### config.mk
export PLATFORM = sky130hd
export DESIGN_NAME = mem_responder
export DESIGN_NICKNAME = d
export VERILOG_FILES = /design/src/rtl/mem_responder.sv
export SDC_FILE = /design/constraint.sdc
export NUM_CORES = 2
export LEC_CHECK = 0
export BUFFER_PORTS_ARGS = -buffer_cell sky130_fd_sc_hd__buf_2
export CORE_MARGIN = 2
export CORE_UTILIZATION = 59
export CTS_BUF_LIST = sky130_fd_sc_hd__clkbuf_8
export DETAILED_ROUTE_END_ITERATION = 10
export HOLD_SLACK_MARGIN = 0.03
export PLACE_DENSITY_LB_ADDON = 0.05
export SLEW_MARGIN = 0
export SYNTH_ARGS = -nofsm -noshare
export SYNTH_HDL_FRONTEND = slang
export SYNTH_SLANG_ARGS = --single-unit
### constraint.sdc
create_clock -name clk_i -period 35.2 [get_ports clk_i]
set_clock_uncertainty 0.2 [all_clocks]
set_input_delay 0 -clock clk_i [delete_from_list [all_inputs] [get_ports clk_i]]
set_output_delay 0 -clock clk_i [all_outputs]
set_load 0.02 [all_outputs]
### src/rtl/mem_responder.sv
// Memory-side responder: valid/ready requests into a DEPTH x WIDTH array, ready pulse after LATENCY wait cycles.
// Optional MEM_STATS_EN adds 16-bit completed-write/read counters (wr_cnt_o, rd_cnt_o).
module mem_responder #(
    parameter int WIDTH      = 16,
    parameter int DEPTH      = 64,
    parameter int ADDR_WIDTH = $clog2(DEPTH),
    parameter int LATENCY    = 2
) (
    input  logic                  clk_i,
    input  logic                  rst_i,
    input  logic                  valid_i,
    input  logic                  wr_rd_i,
    input  logic [ADDR_WIDTH-1:0] addr_i,
    input  logic [WIDTH-1:0]      wdata_i,
    output logic                  ready_o,
    output logic [WIDTH-1:0]      rdata_o
`ifdef MEM_STATS_EN
    ,
    output logic [15:0]           wr_cnt_o,
    output logic [15:0]           rd_cnt_o
`endif
);

    typedef enum logic [1:0] {
        IDLE = 2'd0,
        WAIT = 2'd1,
        RESP = 2'd2
    } state_t;

    localparam logic [3:0] LAT4 = LATENCY[3:0];

    state_t                  state_q;
    logic [3:0]              cnt_q;
    logic                    wr_q;
    logic [ADDR_WIDTH-1:0]   addr_q;
    logic [WIDTH-1:0]        wdata_q;
    logic                    ready_q;
    logic [WIDTH-1:0]        rdata_q;
    logic [WIDTH-1:0]        mem_q [DEPTH];
`ifdef MEM_STATS_EN
    logic [15:0]             wr_cnt_q;
    logic [15:0]             rd_cnt_q;
`endif

    logic                    go_resp_d;
    logic                    req_wr_d;
    logic [ADDR_WIDTH-1:0]   req_addr_d;
    logic [WIDTH-1:0]        req_wdata_d;

    // With zero latency the commit happens on the capture edge itself, so use the live inputs.
    always_comb begin
        go_resp_d   = 1'b0;
        req_wr_d    = wr_q;
        req_addr_d  = addr_q;
        req_wdata_d = wdata_q;
        if (state_q == IDLE) begin
            req_wr_d    = wr_rd_i;
            req_addr_d  = addr_i;
            req_wdata_d = wdata_i;
            go_resp_d   = valid_i && (LAT4 == 4'd0);
        end else if (state_q == WAIT) begin
            go_resp_d   = (cnt_q == 4'd1);
        end
    end

    always_ff @(posedge clk_i or posedge rst_i) begin
        if (rst_i) begin
            state_q  <= IDLE;
            cnt_q    <= 4'd0;
            wr_q     <= 1'b0;
            addr_q   <= '0;
            wdata_q  <= '0;
            ready_q  <= 1'b0;
            rdata_q  <= '0;
            for (int i = 0; i < DEPTH; i++) begin
                mem_q[i] <= '0;
            end
`ifdef MEM_STATS_EN
            wr_cnt_q <= 16'd0;
            rd_cnt_q <= 16'd0;
`endif
        end else begin
            ready_q <= go_resp_d;
            if (go_resp_d) begin
                if (req_wr_d) begin
                    mem_q[req_addr_d] <= req_wdata_d;
`ifdef MEM_STATS_EN
                    wr_cnt_q <= wr_cnt_q + 16'd1;
`endif
                end else begin
                    rdata_q <= mem_q[req_addr_d];
`ifdef MEM_STATS_EN
                    rd_cnt_q <= rd_cnt_q + 16'd1;
`endif
                end
            end

            case (state_q)
                IDLE: begin
                    if (valid_i) begin
                        wr_q    <= wr_rd_i;
                        addr_q  <= addr_i;
                        wdata_q <= wdata_i;
                        cnt_q   <= LAT4;
                        state_q <= (LAT4 == 4'd0) ? RESP : WAIT;
                    end
                end
                WAIT: begin
                    cnt_q <= cnt_q - 4'd1;
                    if (cnt_q == 4'd1) begin
                        state_q <= RESP;
                    end
                end
                RESP: begin
                    // Mandatory bubble: a request presented now is taken on the next IDLE edge.
                    state_q <= IDLE;
                end
                default: begin
                    state_q <= IDLE;
                end
            endcase
        end
    end

    assign ready_o = ready_q;
    assign rdata_o = rdata_q;
`ifdef MEM_STATS_EN
    assign wr_cnt_o = wr_cnt_q;
    assign rd_cnt_o = rd_cnt_q;
`endif

endmodule

After elaboration in Yosys (flattened, before gate mapping)
Cells that the tools add are included.
{ "word_totals": {"output_inout_bits": 17, "word_cells": 104, "ff_bits": 1070, "input_bits": 26} }
{ "classes": {"mux": 16, "eq_ne": 4, "add_sub_neg": 1, "n_bitwise": 2, "reduce_logical": 8, "order_cmp": 2} }
{ "ops": {"columns": ["cell", "count"], "rows": [
  ["$bwmux 1024", 1],
  ["$bmux 16 s6", 1],
  ["$demux 16 s6", 1],
  ["$mux 16", 4],
  ["$reduce_and 2->1", 5],
  ["$pmux 4 s2", 1],
  ["$ge 7x7->1 const B", 1],
  ["$lt 7x1->1 const B", 1],
  ["$not 6->7", 1],
  ["$mux 6", 1],
  ["$eq 4x1->1 const B", 1],
  ["$mux 2", 2],
  ["$mux 4", 1],
  ["$pmux 2 s2", 1],
  ["$sub 4x1->4 const B", 1],
  ["$mux 1", 3],
  ["$eq 2x1->1 const B", 1],
  ["$logic_not 2->1", 1],
  ["$ne 2x1->1 const B", 1],
  ["$ne 2x2->1 const B", 1],
  ["$reduce_bool 2->1", 1],
  ["$logic_and 1x1->1", 1],
  ["$not 1->1", 1]
]} }

Longest topological paths before layout
{ "logic_depth": {"word_depth": 8, "ltp_mapped": 12, "mapped_depth_nobuf": 8} }

Worst setup path after synthesis
Ideal clock, no wire load.
{ "synth_path": {"path_kind": "register -> register", "start": "register state_q[0]", "end": "register rdata_q[2] (netlist: rdata_o[2])", "path_buffers": 5, "stages_incl_launch_ff": 13, "slack_ns": 32.469, "setup_time_ns": 0.126, "t_arrival_ns": 2.405, "period_less_slack_ns": 2.731, "required_ns": 34.874, "cell_sequence": "dfrtp_1 buf_2 buf_6 o21a_1 nor2_4 buf_6 buf_6 buf_2 mux2i_1 o22ai_1 o31ai_1 nand4_1 o32a_1"} }
{ "synth_between": {"elab_chain_cells": 6, "elab_cells_between_ends": 12, "cone_classes": "eq/ne (1); mux (7); bitwise (2); reduce/logical (2)"} }
{ "synth_lines": {"columns": ["element", "line_no", "text"], "rows": [
  ["from (decl)", "32", "state_t state_q;"],
  ["from (signal assigned)", "105", "state_q <= (LAT4 == 4'd0) ? RESP : WAIT;"],
  ["$logic_not 2->1", "56", "if (state_q == IDLE) begin"],
  ["$mux 6", "56", null],
  ["$not 6->7 (not written as such)", "91", "rdata_q <= mem_q[req_addr_d];"],
  ["$bmux 16 s6", "91", null],
  ["$mux 16 (not written as such) (2 in series)", "91", null],
  ["to (signal assigned)", "91", null],
  ["to (decl)", "38", "logic [WIDTH-1:0] rdata_q;"]
]} }
Parallel ways exist; a longest one is shown, timed or not. The select of a mux whose other input is x is not followed.
A chain may end at the register's enable or synchronous reset.

Worst setup path after layout
{ "layout_path": {"start": "register state_q[0]", "end": "register rdata_q[7] (netlist: rdata_o[7])"} }
Same word-level chain as after synthesis.

==> flow_summary.toml <==
[pwr]
irDropWorstVdd_v = 0.0000595
pwr-share-comb_pct = 33.1
p_int_mw = 2.28
seq_power_share_pct = 37.5
switching_share_pct = 40.6
p_per_area_nw_per_um2 = 73.3
clkPwrFrac_pct = 29.3
p_leak_nw = 24.2
p_switching_mw = 1.55

[cts]
cts_setup_buffers = 0
cts.clk_slew.worst_paths_ns = 0.07
cts_made_buffers = 175
clock-sinks = 1070
cts_tree = "done"
root_buffer = "clkbuf_8"
insertion_delay_ns = 0.86
cts.htree.levels = 4
cts.path.max_buffers = 3

[global_route]
overflow = 0
grt_pass1_vias = 36200
grt_max_degree = 190
grt_pass1_wl_mm = 231
antenna_found_initial = 10
grt_usage_pct = 38.1

[layout]
fillers = 6459
nets = 4853
final_cells = 6019
drive_above_1_share_pct = 11.1
final_area_sq_um = 52200
seq_area_sq_um = 26800
multi_input_area_sq_um = 18200
area_growth_pct = 12.1

[timing]
finalHoldViolCount = 0
holdWs_ns = 0.273
finalSetupViolCount = 0
worst_pin_slew_ns = 1.39
max_freq_ghz = 0.156
tns_ns = 0
rsz0062_at_grt = "false"
period_share_pct = 18.2
finalMaxSlewViolations = 0
min_period_ns = 6.40
fin_ws_ns = 28.80
relSlewSlack_pct = 6.66

[critical_path]
timing.rr.end = "rdata_o[7]"
endpoint_kind = "flop"
rr_startpoint = "state_q[0]"
cpMostUsedCell = "buf_4"
cp_slowest_stage_delay_ns = 0.76
cpLargestDelayFamily = "buffers and inverters"
cp_num_buf_inv = 5
startpoint_type = "flop"
path_class = "reg -> reg"
worstPathRequired_ns = 35.69
reg2reg_slack_ns = 28.80
cp_max_fo = 76
reg2regPathDepth = 12
worstPathArrival_ns = 6.89
cpMaxStageDelayCell = "buf_4"
path_cells = "o21a_1, nor2_4, buf_4, buf_4, buf_12, buf_4, mux2_2, a222oi_1, a21oi_1, nor4_1, buf_4, a31oi_1"

[placement]
dp_hpwl_mm = 88.6
placed_cells = 5603
gp_congestion = 0.863
dpl-instance-area_sq_um = 47600
port_buffers = 42
post-place-ws_ns = 29.04

[route]
drtPass1Iterations = 7
drc = 0
viasPerCell = 6.21
routed_wirelength_mm = 153
routedWlPerCell_um = 25.4
antenna_left = 0
vias = 37400
drt_iter0_markers = 4276

[logic_synthesis]
netlist_area_sq_um = 46600
synth_edf_count = 0
ys_seq_elements = 1070
synth_ff_type = "dfrtp_1"
yosys_warnings = 0
synthesis.nets = 4855
avgSynthCellArea_sq_um = 9.65
async_reset_ff_share_pct = 100
synth-seq-area-share_pct = 57.5
yosys-top-cells-area = "dfrtp_1, a21oi_1, mux2i_1, o21ai_0, nand2_1"
ys_types = 75
synthCells = 4827
synth_top_area_share_pct = 57.5
synth_area_leader_cell = "dfrtp_1"

[worst_hold_path]
min_delay_path_depth = 5
holdCritPathClass = "in -> reg"
min_from = "wdata_i[4]"
min_to = "mem_q[356]"

[job]
cap_violations = 0

[die]
start_util_pct = 59.3
dieWidth_um = 285
rows = 103
dieArea_sq_um = 81200
core_sq_um = 78600
fp.dieH_um = 285
io_pins = 43

[run_status]
outcome = "finished clean"
## worst max-delay path by stage
stage | from | to | slack, ns | cells past startpoint
3_3_place_gp | state_q[0] | rdata_o[7] | 29.14 | 12
4_1_cts | state_q[0] | rdata_o[7] | 29.05 | 12
6_report | state_q[0] | rdata_o[7] | 28.80 | 12
2_1_floorplan | rst_i | addr_q[0] | 4.88 | 1
3_5_place_dp | state_q[0] | rdata_o[7] | 29.04 | 12
5_1_grt | state_q[0] | rdata_o[7] | 28.69 | 12
## cell families after synthesis
| logic type | after synthesis | share of synthesized area, % |
|---|---|---|
| AND/OR/NAND/NOR | 1415 | 12.1 |
| multiplexers | 312 | 6.81 |
| XOR/XNOR | 1 | 0.0188 |
| AO/OA/AOI/OAI | 1573 | 19.2 |
| flip-flops | 1070 | 57.5 |
| adder cells (fa/ha/maj) | 2 | 0.0537 |
| buffers and inverters | 454 | 4.31 |
## final cells by class
type	instances	share of cell area, %
Tap cell	1050	2.52
Inverter	6	0.0575
Multi-Input combinational cell	3303	34.9
Antenna cell	4	0.0192
Sequential cell	1070	51.3
Clock inverter	82	0.820
Clock buffer	235	6.19
Timing Repair Buffer	269	4.19
## state kept, by name, indices dropped and copies added (netlist names)
register,count
mem_q,1024
cnt_q,4
wdata_q,16
ready_o,1
addr_q,6
rdata_o,16
state_q,2
wr_q,1
## repair_timing
item / CTS / global route
endpoints found under the hold margin: 1519 / 0
setup endpoints to repair: 0 / 0
hold buffers: 95 / 0
gates resized for setup: 0 / 0
## through the flow
stage | total power, mW | util (%)
after global placement | 2.64 | 60.5
after CTS | 3.79 | 66.4
after floorplan | 2.17 | -
final | 3.83 | 66.4
after global routing | 3.95 | 66.4
after detailed placement | 2.65 | 60.5
## placed cells by master (no fill, tap or decap), types with 9 or more instances in the layout
master / netlist / routed
a2111oi_0: 13 / 11
a21oi_1: 654 / 654
a221oi_1: 12 / 12
a222oi_1: 49 / 49
a22o_1: 23 / 23
a22oi_1: 59 / 59
a31oi_1: 24 / 24
buf_2: 148 / 42
buf_4: 18 / 129
clkbuf_8: 0 / 235
clkinv_2: 0 / 11
dfrtp_1: 1070 / 1070
dlygate4sd3_1: 0 / 95
inv_1: 6 / 64
mux2_2: 33 / 30
mux2i_1: 275 / 257
mux2i_4: 0 / 19
nand2_1: 650 / 650
nand2b_1: 10 / 10
nand3_1: 26 / 26
nor2_1: 650 / 617
nor2_2: 9 / 33
nor2_4: 4 / 13
nor3_1: 16 / 14
o211ai_1: 9 / 9
o21a_1: 14 / 14
o21ai_0: 529 / 528
o22ai_1: 122 / 122
## worst register-to-register path: stages, from the launching register on
cell and delay, ns:
dfrtp_1 0.57, o21a_1 0.54, nor2_4 0.60, buf_4 0.64, buf_4 0.63, buf_12 0.49, buf_4 0.94, mux2_2 0.45
a222oi_1 0.32, a21oi_1 0.11, nor4_1 0.48, buf_4 0.20, a31oi_1 0.07
## synth_stat cells (7+ instances only)
cell type     n
dfrtp_1    1070
a21oi_1     654
nand2_1     650
nor2_1      650
o21ai_0     529
mux2i_1     275
clkbuf_1    260
buf_2       148
o22ai_1     122
a22oi_1      59
a222oi_1     49
mux2_2       33
nand3_1      26
a31oi_1      24
a22o_1       23
buf_4        18
nor3_1       16
buf_1        15
o21a_1       14
a2111oi_0    13
a221oi_1     12
nand2b_1     10
nor2_2        9
o211ai_1      9
nor4_1        8
o31a_1        8
o31ai_1       8
buf_6         7
o22a_1        7
## layer usage
metal | global-route usage [%] | routed length, um | vias up
li1 | - | - | 16800
met1 | 54.1 | 64100 | 18500
met2 | 56.4 | 67100 | 1662
met3 | 8.79 | 14900 | 362
met4 | 17.0 | 6870 | 14
met5 | 0 | 83 | -
## power by group through the flow
| stage | sequential, mW | combinational (mW) | clock [mW] |
|---|---|---|---|
| finish | 1.44 | 1.27 | 1.12 |
| global route | 1.45 | 1.31 | 1.19 |
| CTS | 1.43 | 1.23 | 1.13 |
| detailed placement | 1.45 | 1.19 | 0 |
| global placement | 1.45 | 1.19 | 0 |
| floorplan | 1.43 | 0.735 | 0 |
Note: power is estimated with default switching activity, not from simulation.
